**config.mk**
```make
export PLATFORM = sky130hd
export DESIGN_NAME = mem_access_ctrl
export DESIGN_NICKNAME = d
export VERILOG_FILES = /design/src/rtl/mem_access_ctrl.sv
export SDC_FILE = /design/constraint.sdc
export NUM_CORES = 1
export LEC_CHECK = 0
export CAP_MARGIN = 30
export CORE_MARGIN = 2
export CORE_UTILIZATION = 52
export DETAILED_ROUTE_END_ITERATION = 8
export GPL_TIMING_DRIVEN = 1
export MAX_ROUTING_LAYER = met4
export PLACE_DENSITY_LB_ADDON = 0.08
export SYNTH_ARGS = -nofsm -noshare
export SYNTH_HDL_FRONTEND = slang
export SYNTH_SLANG_ARGS = --single-unit
```
**constraint.sdc**
```tcl
create_clock -name clk -period 3.2 [get_ports clk]
set_input_delay 0.64 -clock clk [delete_from_list [all_inputs] [get_ports clk]]
set_output_delay 0.64 -clock clk [all_outputs]
set_load 0.05 [all_outputs]
```
**src/rtl/mem_access_ctrl.sv**
```systemverilog
// rtl/mem_access_ctrl.sv - word memory access controller: write, read and clear with ack timeout
module mem_access_ctrl #(
  parameter int                ADDR_W      = 25,
  parameter int                DATA_W      = 16,
  parameter logic [ADDR_W-1:0] CLEAR_LAST  = ADDR_W'(25'h1FFFFFF),
  parameter int                ACK_TIMEOUT = 255
) (
  input  logic              clk,
  input  logic              rst,
  input  logic [1:0]        modeIn,
  input  logic              ioDone,
  input  logic [ADDR_W-1:0] memoryAddress,
  input  logic [DATA_W-1:0] ioDataOut,
  output logic              memDone,
  output logic [DATA_W-1:0] readData,
  output logic              memErr,
  output logic              memReq,
  output logic              memWe,
  output logic [ADDR_W-1:0] memAddr,
  output logic [DATA_W-1:0] memWdata,
  input  logic              memAck,
  input  logic [DATA_W-1:0] memRdata
);

  // The timer counts completed request cycles without ack; it never exceeds ACK_TIMEOUT-1.
  localparam int            TW         = (ACK_TIMEOUT < 2) ? 1 : $clog2(ACK_TIMEOUT);
  localparam logic [TW-1:0] TIMER_LAST = (ACK_TIMEOUT < 1) ? '0 : TW'(ACK_TIMEOUT - 1);

  typedef enum logic [2:0] {IDLE, WRITE, READ, CLEAR, DONE} state_t;

  state_t            state;
  logic              ioDonePrev;
  logic [ADDR_W-1:0] clearCnt;
  logic [TW-1:0]     ackTimer;
  logic              start;
  logic              timedOut;

  assign start    = ioDone & ~ioDonePrev;
  assign timedOut = (ackTimer == TIMER_LAST);

  // Single FSM: edge detect, operation capture, request handshake, clear stepping and timeout.
  always_ff @(posedge clk) begin
    if (rst) begin
      state      <= IDLE;
      ioDonePrev <= 1'b0;
      memDone    <= 1'b1;
      memReq     <= 1'b0;
      memWe      <= 1'b0;
      memAddr    <= '0;
      memWdata   <= '0;
      readData   <= '0;
      memErr     <= 1'b0;
      clearCnt   <= '0;
      ackTimer   <= '0;
    end else begin
      ioDonePrev <= ioDone;
      case (state)
        IDLE: begin
          memDone <= 1'b1;
          // Mode 11 is a no-op: stay idle and leave memErr alone.
          if (start && modeIn != 2'b11) begin
            memErr   <= 1'b0;
            memDone  <= 1'b0;
            memReq   <= 1'b1;
            ackTimer <= '0;
            clearCnt <= '0;
            case (modeIn)
              2'b10: begin
                state    <= WRITE;
                memWe    <= 1'b1;
                memAddr  <= memoryAddress;
                memWdata <= ioDataOut;
              end
              2'b01: begin
                state   <= READ;
                memWe   <= 1'b0;
                memAddr <= memoryAddress;
              end
              default: begin
                state    <= CLEAR;
                memWe    <= 1'b1;
                memAddr  <= '0;
                memWdata <= '0;
              end
            endcase
          end
        end
        WRITE, READ: begin
          // An ack in the last allowed cycle wins over the timeout.
          if (memAck) begin
            memReq <= 1'b0;
            state  <= DONE;
            if (state == READ) readData <= memRdata;
          end else if (timedOut) begin
            memReq <= 1'b0;
            memErr <= 1'b1;
            state  <= DONE;
          end else begin
            ackTimer <= ackTimer + TW'(1);
          end
        end
        CLEAR: begin
          // memReq low here is the mandatory gap cycle between clear writes.
          if (!memReq) begin
            memReq   <= 1'b1;
            memAddr  <= clearCnt;
            ackTimer <= '0;
          end else if (memAck) begin
            memReq <= 1'b0;
            if (clearCnt == CLEAR_LAST) state <= DONE;
            else clearCnt <= clearCnt + ADDR_W'(1);
          end else if (timedOut) begin
            memReq <= 1'b0;
            memErr <= 1'b1;
            state  <= DONE;
          end else begin
            ackTimer <= ackTimer + TW'(1);
          end
        end
        DONE: begin
          memDone <= 1'b1;
          state   <= IDLE;
        end
        default: state <= IDLE;
      endcase
    end
  end

endmodule

```
==> results by group <==
Status
  • Outcome: completed

Clock network
  • Worst skew pair latency: 0.36 ns
  • Root Buffer: clkbuf_8
  • CTS H-tree depth: 3
  • Post-CTS setup buffers: 0
  • CTS Buf Count: 9
  • CTS tree: built
  • Hold buffer count at cts: 0
  • Cells resized by post-CTS repair: 0
  • Clock slew at reported path FFs: about 0.10 ns
  • Total clock sinks: a little under 100
  • Clock buffer depth: 2

Die
  • Core Area: 8590 µm²
  • FP Rows: 34
  • I/O Pins: 124
  • Die Footprint: 9480 µm²
  • Die width: approximately 97 µm
  • Chip height: 97.4 µm
  • Initial Util: 52.8%

Final layout
  • Layout cells sized above 1: 7.06%
  • P&R area growth vs syn: 32.7%
  • Final Core Density: 70.0%
  • FF+latch area: between 1500 and 2000 µm²
  • Multi-input gate area: 2410 µm²
  • ANT cells: 0
  • Total of fill cells in the finished design: 740
  • Final Net Count: 732

Power and ir drop
  • Internal power: 1950 µW
  • Pwr Density: 505 nW/µm²
  • Worst vdd ir: just over 0.3 mV
  • Clk network pwr share: between 20% and 30%
  • Sequential share of power: 45.1%
  • Combinational Power Share: 29.8%
  • Sw Pwr: 1090 µW
  • Sw frac: a little over a third
  • Leakage: 0.00199 µW

Timing
  • Final period util: 84.8%
  • Relative slew slack: 31.8%
  • Final min period: 2.71 ns
  • Worst Tran Pin Value: just over 1 ns
  • FMAX: 368 MHz
  • Final Hold Vio Count: 0
  • Slew Limit Fails: 0
  • Setup TNS: 0 ns
  • Unrepaired setup endpoints after global routing: false
  • Final setup viols: 0
  • Clock Skew: 0.0156 ns

Synth
  • Post-synth top area share: 43.3%
  • Register area share after synthesis: ~43%
  • Post-synth net total: about 630
  • Post-synth EDFFs: 0
  • Async SR Flop Fraction: 0%
  • Seq cells post-synth: a little under 100
  • Unique masters post-synth: between 50 and 60
  • Syn. warnings: 0
  • Synth area leaders: dfxtp_1, a21oi_1, nand2_1
  • Mean Syn Cell Area: 8.17 µm²
  • Biggest area consumer among synthesized cells: dfxtp_1
  • Mapped Area: roughly 4500 µm²
  • Syn Inst Count: 555
  • Top_reg_cell synth: dfxtp_1

Critical path
  • Worst EP required: 3.47 ns
  • Worst Path Class, Setup: primary input to flop
  • Crit Path Max Fanout: 51
  • Startpoint types: primary input
  • Cell mode on critical path: nor2_1
  • CP max stage delay: 0.80 ns
  • Crit path DAT: 2.98 ns
  • CP Cell Sequence: clkdlybuf4s50_1, ha_1, nor4b_2, nor2_1, nor2_4, nor2_1, a211oi_1
  • Worst setup EP type: flop
  • Crit-path slowest cell: nor2_4

GRT
  • GRT Total Usage: 24.3%
  • Grt ovf: 0
  • Antenna violations before repair: 0
  • Global-route wire length before repair: about 19 mm
  • Largest net degree at the start of global routing: 52
  • Vias in the first global route: 3988

Placement
  • GP Congestion: 0.864
  • IO Port Bufs: about 120
  • Hpwl dp: 8.04 mm

Drt
  • DR WL/cell: 14.7 µm
  • Drt pass-1 iters: 4
  • Final WL: approximately 11 mm
  • Routed via count: 4278
  • Final ANT Viol Nets: 0
  • Initial DRC count: 246
  • Routed vias/inst: between 5 and 6
  • Remaining DRCs: 0

Job
  • Max_cap viols: 0

Hold path
  • HP Class: flop to flop
power by group through the flow:
stage | sequential (µW) | clock (µW) | combinational (µW)
after global routing | 1380 | 822 | 972
after CTS | 1370 | 780 | 907
after detailed placement | 1400 | 0 | 905
after global placement | 1390 | 0 | 889
after floorplan | 1660 | 0 | 326
final | 1370 | 762 | 905
state kept, by name (all words and copies together) (netlist names):
signal	count
ackTimer	8
memDone	1
memWdata	16
memAddr	25
memWe	1
clearCnt	25
readData	16
memErr	1
state	3
ioDonePrev	1
memReq	1
worst max-delay path: cells and delay by family:
kind            cells  cell delay, ns
compound gates      1            0.27
simple gates        4            1.29
buf+inv             1            0.49
fa+ha+maj           1            0.26
layout make-up:
class | instances | area share (%)
Clock inverter | 6 | 0.832
Timing Repair Buffer | 134 | 21.7
Tap cell | 108 | 2.25
Clock buffer | 10 | 2.29
Sequential cell | 98 | 32.6
Inverter | 5 | 0.312
Multi-Input combinational cell | 413 | 40.0
worst paths after layout:
| kind | start | end | slack (ns) | cells past startpoint |
|---|---|---|---|---|
| max | modeIn[0] | memAddr[5] | 0.49 | 7 |
| min | memWdata[12] | memWdata[12] | 0.45 | 2 |
| max reg2reg | clearCnt[0] | clearCnt[23] | 0.75 | 7 |
| min reg2reg | memWdata[12] | memWdata[12] | 0.45 | 2 |
stage by stage:
stage	std cells	total power, µW	cell area, µm²	worst slack, ns	hold slack [ns]
global placement	758	2280	5830	0.255	0.437
detailed placement	758	2300	5830	0.130	0.447
CTS	774	3060	6020	0.498	0.456
global route	774	3180	6020	0.232	0.474
floorplan	555	1980	4530	0.880	0.447
finish	774	3040	6020	0.485	0.454
cells in the final DEF, fill, tap and decap left out, types with 3 or more instances in the layout:
cell               n
a21oi_1           86
nand4_1           10
or3_1              7
or4_1              3
buf_4             11
nor2_1            62
and3_1             6
clkbuf_8          10
ha_1               8
nand3_1           29
xnor2_1           11
inv_1              5
o31ai_1            4
nand2_1           67
o21ai_0            8
dfxtp_1           98
nor3_1             9
nor2b_1            3
a211oi_1          30
nor3b_1           26
xor2_1             4
clkdlybuf4s50_1  122
kinds of logic (layout without fill, tap and decap cells):
| kind of cell | Yosys count | in the layout | share of synthesized area, % |
|---|---|---|---|
| xor+xnor | 15 | 15 | 2.90 |
| fa+ha+maj | 8 | 8 | 2.21 |
| simple gates | 244 | 244 | 27.4 |
| compound gates | 146 | 146 | 20.2 |
| buf+inv | 44 | 155 | 4.00 |
| flops | 98 | 98 | 43.3 |
cells in the mapped netlist (2+ instances only):
cell type,instances
a2111oi_4,2
a211oi_1,30
a21oi_1,86
and3_1,6
buf_2,7
buf_4,2
clkbuf_1,30
dfxtp_1,98
ha_1,8
inv_1,5
nand2_1,67
nand3_1,29
nand3b_1,2
nand4_1,10
nor2_1,64
nor2_2,2
nor2b_1,3
nor3_1,9
nor3b_1,26
nor4_1,2
o211ai_1,2
o21ai_0,8
o21ai_1,2
o31ai_1,4
or2_2,2
or3_1,7
or4_1,3
xnor2_1,11
xor2_1,4
per-layer routing:
metal | share of wire [%] | GRT usage (%) | vias up
li1 | - | - | 2183
met1 | 46 | 32.4 | 1956
met5 | 0 | - | -
met4 | 0.76 | 5.66 | 0
met3 | 5.8 | 4.82 | 8
met2 | 47 | 38.5 | 131
Power figures use the tool's default switching activity.
